`src/rtl/grf_trace_collector_pkg.sv`:
```
// Shared record layout for the GRF write-trace path: field widths and bit offsets
// used by the collector to pack records and by the UART dumper to unpack them.
package grf_trace_collector_pkg;

  localparam int PC_W      = 32;
  localparam int ADDR_W    = 5;
  localparam int DATA_W    = 32;
  localparam int SEQ_W_DEF = 16;

  // Record layout, LSB first: seq | wdata | addr | pc
  localparam int TRACE_W   = PC_W + ADDR_W + DATA_W + SEQ_W_DEF;
  localparam int OFF_SEQ   = 0;
  localparam int OFF_WDATA = SEQ_W_DEF;
  localparam int OFF_ADDR  = OFF_WDATA + DATA_W;
  localparam int OFF_PC    = OFF_ADDR + ADDR_W;

  function automatic int trace_w(input int seq_w);
    return PC_W + ADDR_W + DATA_W + seq_w;
  endfunction

  function automatic int off_wdata(input int seq_w);
    return seq_w;
  endfunction

  function automatic int off_addr(input int seq_w);
    return seq_w + DATA_W;
  endfunction

  function automatic int off_pc(input int seq_w);
    return seq_w + DATA_W + ADDR_W;
  endfunction

endpackage

```
`src/rtl/grf_trace_collector_if.sv`:
```
// Trace-in / record-out bundle of the collector. The slave modport is the
// collector side; the master modport is the producer/consumer side.
interface grf_trace_collector_if
  import grf_trace_collector_pkg::*;
#(
  parameter int AW    = 3,
  parameter int SEQ_W = 16
);
  logic              in_we;
  logic [ADDR_W-1:0] in_addr;
  logic [DATA_W-1:0] in_wdata;
  logic [PC_W-1:0]   in_pc;

  // out_valid/out_ready: a record transfers on any clock edge where both are 1.
  // Once out_valid rises the head fields hold steady until that transfer.
  logic              out_valid;
  logic              out_ready;
  logic [PC_W-1:0]   out_pc;
  logic [ADDR_W-1:0] out_addr;
  logic [DATA_W-1:0] out_wdata;
  logic [SEQ_W-1:0]  out_seq;

  logic [AW:0]       level;
  logic [SEQ_W-1:0]  drop_cnt;
  logic              overflow;

  modport slave (
    input  in_we, in_addr, in_wdata, in_pc, out_ready,
    output out_valid, out_pc, out_addr, out_wdata, out_seq, level, drop_cnt, overflow
  );

  modport master (
    output in_we, in_addr, in_wdata, in_pc, out_ready,
    input  out_valid, out_pc, out_addr, out_wdata, out_seq, level, drop_cnt, overflow
  );
endinterface

```
`src/rtl/grf_trace_collector_sync_fifo_core.sv`:
```
// Show-ahead synchronous FIFO: storage, wrapping pointers and an occupancy
// count that alone distinguishes full from empty.
module grf_trace_collector_sync_fifo_core #(
  parameter int DEPTH = 8,
  parameter int AW    = 3,
  parameter int W     = 85
) (
  input  logic          clk,
  input  logic          reset,
  input  logic          i_push,
  input  logic          i_pop,
  input  logic [W-1:0]  i_data,
  output logic [W-1:0]  o_data,
  output logic [AW:0]   o_level,
  output logic          o_full,
  output logic          o_empty
);
  localparam logic [AW:0] FULL_LVL = DEPTH[AW:0];

  logic [W-1:0]  r_mem [DEPTH];
  logic [AW-1:0] r_wr_ptr;
  logic [AW-1:0] r_rd_ptr;
  logic [AW:0]   r_level;

  // Storage is deliberately left unreset; only the bookkeeping is cleared.
  always_ff @(posedge clk) begin
    if (i_push) r_mem[r_wr_ptr] <= i_data;
  end

  always_ff @(posedge clk or posedge reset) begin
    if (reset) begin
      r_wr_ptr <= '0;
      r_rd_ptr <= '0;
      r_level  <= '0;
    end else begin
      if (i_push) r_wr_ptr <= r_wr_ptr + AW'(1);
      if (i_pop)  r_rd_ptr <= r_rd_ptr + AW'(1);
      case ({i_push, i_pop})
        2'b10:   r_level <= r_level + (AW+1)'(1);
        2'b01:   r_level <= r_level - (AW+1)'(1);
        default: r_level <= r_level;
      endcase
    end
  end

  assign o_data  = r_mem[r_rd_ptr];
  assign o_level = r_level;
  assign o_full  = (r_level == FULL_LVL);
  assign o_empty = (r_level == '0);
endmodule

```
`src/rtl/grf_trace_collector.sv`:
```
// Buffers committed GRF writes as sequence-tagged records, counts events lost
// to overflow, and drains records over a valid/ready port.
module grf_trace_collector
  import grf_trace_collector_pkg::*;
#(
  parameter int DEPTH = 8,
  parameter int AW    = 3,
  parameter int SEQ_W = 16
) (
  input  logic                  clk,
  input  logic                  reset,
  grf_trace_collector_if.slave  bus
);
  localparam int TW   = trace_w(SEQ_W);
  localparam int O_WD = off_wdata(SEQ_W);
  localparam int O_AD = off_addr(SEQ_W);
  localparam int O_PC = off_pc(SEQ_W);

  logic             w_event;
  logic             w_pop;
  logic             w_push;
  logic             w_drop;
  logic             w_full;
  logic             w_empty;
  logic [TW-1:0]    w_rec;
  logic [TW-1:0]    w_head;
  logic [SEQ_W-1:0] r_seq;
  logic [SEQ_W-1:0] r_drop_cnt;
  logic             r_overflow;

  // Writes to $0 are architectural no-ops and never become events.
  assign w_event = bus.in_we && (bus.in_addr != '0);
  assign w_pop   = !w_empty && bus.out_ready;
  // A full FIFO still accepts an event when the head leaves on the same edge.
  assign w_push  = w_event && (!w_full || w_pop);
  assign w_drop  = w_event && w_full && !w_pop;
  assign w_rec   = {bus.in_pc, bus.in_addr, bus.in_wdata, r_seq};

  always_ff @(posedge clk or posedge reset) begin
    if (reset) begin
      r_seq      <= '0;
      r_drop_cnt <= '0;
      r_overflow <= 1'b0;
    end else begin
      // Dropped events still consume a tag so the consumer sees the gap.
      if (w_event) r_seq <= r_seq + SEQ_W'(1);
      if (w_drop) begin
        r_overflow <= 1'b1;
        if (r_drop_cnt != '1) r_drop_cnt <= r_drop_cnt + SEQ_W'(1);
      end
    end
  end

  grf_trace_collector_sync_fifo_core #(
    .DEPTH (DEPTH),
    .AW    (AW),
    .W     (TW)
  ) u_fifo (
    .clk     (clk),
    .reset   (reset),
    .i_push  (w_push),
    .i_pop   (w_pop),
    .i_data  (w_rec),
    .o_data  (w_head),
    .o_level (bus.level),
    .o_full  (w_full),
    .o_empty (w_empty)
  );

  assign bus.out_valid = !w_empty;
  assign bus.out_seq   = w_head[SEQ_W-1:0];
  assign bus.out_wdata = w_head[O_WD +: DATA_W];
  assign bus.out_addr  = w_head[O_AD +: ADDR_W];
  assign bus.out_pc    = w_head[O_PC +: PC_W];
  assign bus.drop_cnt  = r_drop_cnt;
  assign bus.overflow  = r_overflow;
endmodule

```
`src/flat_wrapper.sv`:
```
// flat-port wrapper written by rule: the top's interface ports become plain ports
module grf_trace_collector_flat import grf_trace_collector_pkg::*;
#(
  parameter int DEPTH = 8,
  parameter int AW    = 3,
  parameter int SEQ_W = 16
)
  (clk, reset, bus_in_we, bus_in_addr, bus_in_wdata, bus_in_pc, bus_out_ready, bus_out_valid, bus_out_pc, bus_out_addr, bus_out_wdata, bus_out_seq, bus_level, bus_drop_cnt, bus_overflow);
  grf_trace_collector_if #(.AW(AW), .SEQ_W(SEQ_W)) bus_i ();
  input  logic clk;
  input  logic reset;
  input wire logic [$bits(bus_i.in_we)-1:0] bus_in_we;
  input wire logic [$bits(bus_i.in_addr)-1:0] bus_in_addr;
  input wire logic [$bits(bus_i.in_wdata)-1:0] bus_in_wdata;
  input wire logic [$bits(bus_i.in_pc)-1:0] bus_in_pc;
  input wire logic [$bits(bus_i.out_ready)-1:0] bus_out_ready;
  output wire logic [$bits(bus_i.out_valid)-1:0] bus_out_valid;
  output wire logic [$bits(bus_i.out_pc)-1:0] bus_out_pc;
  output wire logic [$bits(bus_i.out_addr)-1:0] bus_out_addr;
  output wire logic [$bits(bus_i.out_wdata)-1:0] bus_out_wdata;
  output wire logic [$bits(bus_i.out_seq)-1:0] bus_out_seq;
  output wire logic [$bits(bus_i.level)-1:0] bus_level;
  output wire logic [$bits(bus_i.drop_cnt)-1:0] bus_drop_cnt;
  output wire logic [$bits(bus_i.overflow)-1:0] bus_overflow;
  assign bus_i.in_we = bus_in_we;
  assign bus_i.in_addr = bus_in_addr;
  assign bus_i.in_wdata = bus_in_wdata;
  assign bus_i.in_pc = bus_in_pc;
  assign bus_i.out_ready = bus_out_ready;
  assign bus_out_valid = bus_i.out_valid;
  assign bus_out_pc = bus_i.out_pc;
  assign bus_out_addr = bus_i.out_addr;
  assign bus_out_wdata = bus_i.out_wdata;
  assign bus_out_seq = bus_i.out_seq;
  assign bus_level = bus_i.level;
  assign bus_drop_cnt = bus_i.drop_cnt;
  assign bus_overflow = bus_i.overflow;
  grf_trace_collector #(.DEPTH(DEPTH), .AW(AW), .SEQ_W(SEQ_W)) u_core (.clk(clk), .reset(reset), .bus(bus_i));
endmodule
```
`config.mk`:
```
export PLATFORM = sky130hd
export DESIGN_NAME = grf_trace_collector_flat
export DESIGN_NICKNAME = d
export VERILOG_FILES = /design/src/rtl/grf_trace_collector_pkg.sv /design/src/rtl/grf_trace_collector_if.sv /design/src/rtl/grf_trace_collector_sync_fifo_core.sv /design/src/rtl/grf_trace_collector.sv /design/src/flat_wrapper.sv
export SDC_FILE = /design/constraint.sdc
export NUM_CORES = 1
export LEC_CHECK = 0
export CAP_MARGIN = 20
export CORE_MARGIN = 5
export CORE_UTILIZATION = 48
export DETAILED_ROUTE_END_ITERATION = 16
export GPL_ROUTABILITY_DRIVEN = 0
export GPL_TIMING_DRIVEN = 0
export PLACE_DENSITY_LB_ADDON = 0.12
export SYNTH_ARGS = -nofsm -noshare
export SYNTH_HDL_FRONTEND = slang
export SYNTH_SLANG_ARGS = --single-unit
```
`constraint.sdc`:
```
create_clock -name clk -period 8.9 [get_ports clk]
set_input_delay 1.78 -clock clk [delete_from_list [all_inputs] [get_ports clk]]
set_output_delay 1.78 -clock clk [all_outputs]
set_load 0.05 [all_outputs]
```
==> results of run 1 <==
cells by family (layout without fill, tap and decap cells):
group           Yosys count  count (layout)  share of synthesized area
compound gates           10              10                    0.00346
other cells               0               3                          0
flops                   723             723                      0.782
xor+xnor                 36              36                     0.0115
buf+inv                  54             435                    0.00782
mux                     259             259                      0.176
fa+ha+maj                 7               7                    0.00346
simple gates             87              87                     0.0167
cell usage after synthesis (2+ instances only):
library cell,count
xor2_1,9
ha_1,6
clkbuf_1,31
mux2_2,88
nand2b_1,2
mux4_2,170
nor3_1,4
dfrtp_1,43
and3_1,8
inv_1,5
nor2_1,13
nand2_1,22
nand4_1,13
and4_1,3
nand3_1,10
or2_2,2
nor3b_1,3
buf_1,8
xnor2_1,27
buf_2,10
edfxtp_1,680
through the flow:
stage	area, sq um	util	setup TNS, ps	total power, W	worst slack, ps
2_1_floorplan	27500	-	0	0.00770	132
3_3_place_gp	30200	0.534	-3509880	0.00926	-7500
3_5_place_dp	31200	0.552	0	0.00931	3290
4_1_cts	33600	0.593	0	0.0123	2630
5_1_grt	33600	0.594	0	0.0127	2570
6_report	33600	0.594	0	0.0122	2730
where the power goes:
part	internal [W]	switching, W	total [W]	leakage, nW
logic	0.00192	0.00282	0.00474	3.07
clock network	0.00178	0.00123	0.00301	1.16
registers	0.00426	0.000162	0.00442	6.75
placed cells by master, fill, tap and decap left out, types with 9 or more instances in the layout:
master,instances
edfxtp_1,680
clkdlybuf4s50_1,179
mux4_2,170
mux2_2,88
clkbuf_16,79
clkbuf_1,51
buf_6,45
dfrtp_1,43
xnor2_1,27
nand2_1,22
nand4_1,13
nand3_1,10
nor2_1,10
buf_2,10
clkinv_2,10
clkinv_1,10
buf_12,10
xor2_1,9
how the worst min path moves through the flow:
stage | from | to | slack [ps]
finish | u_core.bus.overflow | u_core.bus.overflow | 480
global route | u_core.bus.overflow | u_core.bus.overflow | 500
CTS | u_core.bus.overflow | u_core.bus.overflow | 480
detailed placement | u_core.bus.overflow | u_core.bus.overflow | 460
global placement | u_core.bus.overflow | u_core.bus.overflow | 460
floorplan | u_core.u_fifo.r_wr_ptr[2] | u_core.u_fifo.r_wr_ptr[2] | 530
layout make-up:
cell class / instances / share of cell area
Clock inverter: 29 / 0.00752
Multi-Input combinational cell: 399 / 0.174
Antenna cell: 3 / 0.000223
Sequential cell: 723 / 0.639
Tap cell: 756 / 0.0281
Inverter: 5 / 0.000558
Clock buffer: 104 / 0.0631
Buffer: 49 / 0.00584
Timing Repair Buffer: 248 / 0.0810
per-layer routing:
metal	track usage	routed length [um]	part of all wire
met1	0.260	25000	0.44
met2	0.306	28700	0.50
met3	0.0354	2600	0.045
met4	0.0484	974	0.017
met5	0	0	0
sequential cells by signal, indices dropped and copies added (netlist names):
| signal | flops |
|---|---|
| u_core.u_fifo.o_level | 4 |
| u_core.bus.overflow | 1 |
| u_core.r_seq | 16 |
| u_core.u_fifo.r_wr_ptr | 3 |
| u_core.u_fifo.r_mem | 680 |
| u_core.u_fifo.r_rd_ptr | 3 |
| u_core.bus.drop_cnt | 16 |
==> results.yml, run 1 <==
run_status:
  status: "finished clean"
power:
  power.density_nw_per_um2: 362
  leakagePower_nw: 11.0
  vdd_ir_drop_max_uv: 325
setup_path:
  crit_family: "buffers and inverters"
  path_buf_inv: 4
  critPathSlowestCell: "clkbuf_1"
  worst-setup-path-type: "reg -> out"
  cp.depth: 6
  worst-r2r-cell-count: 8
  cp.required_ps: 7120
  crit_path_max_fanout: 10
  rrSetupSlack_ps: 6040
  cp_cell_sequence: "clkbuf_1 > clkbuf_1 > clkbuf_1 > mux4_2 > mux2_2 > clkdlybuf4s50_1"
  r2r-start: "u_core.u_fifo.o_level[0]"
  worst_ep_arrival_time_ps: 4390
  end_kind: "output pin"
  rr_endpoint: "u_core.u_fifo.r_mem[2][47]"
  crit_top_cell: "clkbuf_1"
  cp-start-kind: "flip-flop"
  slowest_delay_ps: 710
  crit_end: "bus_out_wdata[11]"
  critical_path.startpoint: "u_core.u_fifo.r_rd_ptr[1]"
detailed_routing:
  first_pass_iters: 5
  post_drt_wl_per_cell_um: 24.7
  ant_nets: 0
  drcViolationCount: 0
  routed_wl_um: 57200
  vias_per_cell: 5.52
  drtIter0Drc: 993
  vias: 12800
flow_run:
  cap_violations: 0
timing:
  fmax_mhz: 162
  grt_setup_unrepaired: "no"
  clock_skew_ps: 17.2
  drv_slew: 0
  period_share: 0.694
  finalWorstPathRequiredPeriod_ps: 6170
  hold_violations: 0
  final-setup-viol-count: 0
  timing.hold.ws_ps: 477
  worstMarginPinSlew_ps: 984
  relSlewSlack: 0.344
clock_network:
  cts.path.max_buffers: 3
  ctsHtreeMaxLevel: 3
  post_cts_resized: 0
  clock_sinks: 723
  cts_hold_buffers: 0
  numCtsBuffers: 75
  path_clk_slew_ps: 60
  tritoncts: "built"
  cts_setup_buffers: 0
  insertion_delay_ps: 600
  clockRootBuffer: "clkbuf_16"
floorplan:
  start_util: 0.486
  die_height_um: 249
  die_w_um: 249
  fp-row-count: 87
  dieArea_sq_um: 62200
  fp.coreArea_sq_um: 56600
  ios: 180
cells_and_area:
  finalNonFillerCells: 2316
  area_growth_pct: 22.2
  num-fill-cells: 4105
  multi_input_area_sq_um: 5850
  seqCellArea_sq_um: 21500
  layout.nets: 1581
  drive_above_1_share: 0.294
synth:
  synth_area_per_cell_sq_um: 23.4
  ys_async_sr_fraction: 0.0595
  ys.flop_type: "edfxtp_1"
  ys_top_cells_by_area: "edfxtp_1 74%, mux4_2 14%, dfrtp_1 3.9%"
  yosysWarnings: 0
  yosys.area.top_type_share: 0.742
  synth_edf_count: 680
  syn_area_sq_um: 27500
  ys_seq_area_frac: 0.782
  syn_inst: 1176
  synth.distinct_cells: 40
  synth_area_leader_cell: "edfxtp_1"
  ys_ff_latch: 723
  synth_fp_nets: 1256
placement:
  post-dp-hpwl_um: 37100
  portBuffers: 179
  place_inst: 2179
grt:
  globalRouteOverflowTotal: 0
  grt_pass1_wl_um: 87300
  grt_max_degree: 36
  antenna_found_initial: 2
  grt_pass1_vias: 13800
  globalRouteTotalUtil: 0.185
hold_path:
  holdPathStages: 1
  hold_path_class: "reg -> reg"
Note: power is estimated with default switching activity, not from simulation.
==> run 2, diff against run 1 <==
clock period = 5.9 ns   (was 8.9 ns; I/O delays follow)
==> run 2 against run 1 <==
Effect of this change: count of clock-buffer cells in the layout up 10; sequential power increased by 51%; non-clock buffer count decreased by 10; cell area decreased by 0.37%; worst hold slack better by 4.3 ps; via count down 0.30%.
==> results.yml, run 2 (synthesis gave the netlist of run 1 again) <==
run_status:
  status: "finished clean"
clock_network:
  insertion_delay_ps: 590
  cts.path.max_buffers: 3
  cts_setup_buffers: 0
  path_clk_slew_ps: 60
  tritoncts: "built"
  ctsHtreeMaxLevel: 3
  clock_sinks: 723
  numCtsBuffers: 74
  clockRootBuffer: "clkbuf_16"
  cts_hold_buffers: 0
  post_cts_resized: 0
cells_and_area:
  layout_common_cells: "680 x edfxtp_1, 179 x clkdlybuf4s50_1, 170 x mux4_2"
  finalNonFillerCells: 2304
  final_common_cell: "edfxtp_1"
  layout.nets: 1570
  multi_input_area_sq_um: 5860
  seqCellArea_sq_um: 21500
  top_register: "u_core.u_fifo.r_mem"
  num-fill-cells: 4106
  area_growth_pct: 21.8
  largest_register_ffs: 680
  drive_above_1_share: 0.281
  finish.instance_area_sq_um: 33500
hold_path:
  min_to: "u_core.bus.overflow"
  hold_path_class: "reg -> reg"
  min-delay-start: "u_core.bus.overflow"
  holdPathStages: 1
power:
  pwr-share-seq: 0.367
  power.share.switching: 0.346
  power.switching_w: 0.00631
  power_frac_comb: 0.393
  p_clk_frac: 0.241
  power.internal_w: 0.0119
  leakagePower_nw: 10.9
  power.density_nw_per_um2: 544
  vdd_ir_drop_max_uv: 358
detailed_routing:
  vias_per_cell: 5.53
  ant_nets: 0
  routed_wl_um: 57100
  vias: 12700
  post_drt_wl_per_cell_um: 24.8
  first_pass_iters: 5
  drcViolationCount: 0
  drtIter0Drc: 891
setup_path:
  end_kind: "output pin"
  slowest_delay_ps: 780
  cp_cell_sequence: "clkbuf_1 > clkbuf_1 > clkbuf_1 > mux4_2 > mux2_2 > clkdlybuf4s50_1"
  crit_path_max_fanout: 10
  rrSetupSlack_ps: 2800
  cp.required_ps: 4720
  critPathSlowestCell: "clkdlybuf4s50_1"
  worst-setup-path-type: "reg -> out"
  r2r-start: "u_core.u_fifo.o_level[0]"
  crit_top_cell: "clkbuf_1"
  worst-r2r-cell-count: 9
  worst_ep_arrival_time_ps: 4500
  rr_endpoint: "u_core.u_fifo.r_mem[1][33]"
  cp-start-kind: "flip-flop"
grt:
  grt_pass1_vias: 13700
  grt_pass1_wl_um: 86600
  antenna_found_initial: 1
  globalRouteOverflowTotal: 0
  grt_max_degree: 29
  globalRouteTotalUtil: 0.184
floorplan:
  fp.coreArea_sq_um: 56600
  die_w_um: 249
  dieArea_sq_um: 62200
  fp-row-count: 87
  die_height_um: 249
  start_util: 0.486
  ios: 180
timing:
  drv_slew: 0
  finalWorstPathRequiredPeriod_ps: 5680
  relSlewSlack: 0.305
  fmax_mhz: 176
  grt_setup_unrepaired: "no"
  clock_skew_ps: 18.8
  hold_violations: 0
  final-setup-viol-count: 0
  worstMarginPinSlew_ps: 1040
  period_share: 0.962
placement:
  place_inst: 2170
  placed_cell_area_sq_um: 31200
  portBuffers: 179
  post-dp-hpwl_um: 37000
flow_run:
  cap_violations: 0
[run 2: changes by cell type in the layout (fill, tap and decap cells not counted), sizes merged]
| cell | previous run | this run |
|---|---|---|
| inv | 7 | 5 |
| clkbuf | 135 | 145 |
| clkinv | 22 | 17 |
| buf | 87 | 77 |
| diode | 3 | 1 |
| bufinv | 4 | 1 |
[run 2: final cells by class]
cell class	instances	area share
inverter	5	0.000560
multi-input combinational	399	0.175
antenna	1	0.0000747
clock buffer	114	0.0651
timing repair buffer	238	0.0801
clock inverter	19	0.00321
buffer	49	0.00587
sequential	723	0.642
tap	756	0.0282
[run 2: how the worst max path moves through the flow]
stage / startpoint / end / slack (ps) / cells after the start
after global routing: u_core.u_fifo.r_rd_ptr[1] / bus_out_seq[4] / 60 / 6
after detailed placement: u_core.u_fifo.r_rd_ptr[1] / bus_out_seq[4] / 760 / 6
after global placement: bus_in_addr[3] / u_core.u_fifo.r_mem[6][33] / -9830 / 5
after floorplan: bus_in_addr[3] / u_core.u_fifo.r_mem[2][0] / -2240 / 4
after CTS: u_core.u_fifo.r_rd_ptr[1] / bus_out_seq[4] / 80 / 6
final: u_core.u_fifo.r_rd_ptr[1] / bus_out_seq[2] / 220 / 6
[run 2: metal layers]
layer  wire [um]  up-vias  global-route usage
li1            -     5597                   -
met1       26100     6788               0.272
met2       27700      296               0.294
met3        2410       60              0.0296
met4         857        0              0.0481
met5           0        -                   0
[run 2: critical path: cells and delay by family (launching register included)]
family,cells,cell delay [ps]
flip-flops,1,360
buffers and inverters,4,2830
multiplexers,2,690
[run 2: power by group through the flow]
stage / Clock [W] / Combinational (W) / Sequential (W)
3_3_place_gp: 0 / 0.00697 / 0.00698
6_report: 0.00438 / 0.00715 / 0.00667
3_5_place_dp: 0 / 0.00727 / 0.00678
2_1_floorplan: 0 / 0.00472 / 0.00689
5_1_grt: 0.00473 / 0.00753 / 0.00673
4_1_cts: 0.00450 / 0.00730 / 0.00668
[run 2: through the flow]
| step | hold slack, ps | utilization | setup WS, ps | power [W] | TNS, ps |
|---|---|---|---|---|---|
| 3_5_place_dp | 462 | 0.551 | 759 | 0.0141 | 0 |
| 4_1_cts | 481 | 0.592 | 83.2 | 0.0185 | 0 |
| 3_3_place_gp | 457 | 0.534 | -9830 | 0.0139 | -4635010 |
| 5_1_grt | 512 | 0.592 | 61.5 | 0.0190 | 0 |
| 2_1_floorplan | 542 | - | -2240 | 0.0116 | -650900 |
| 6_report | 481 | 0.592 | 223 | 0.0182 | 0 |
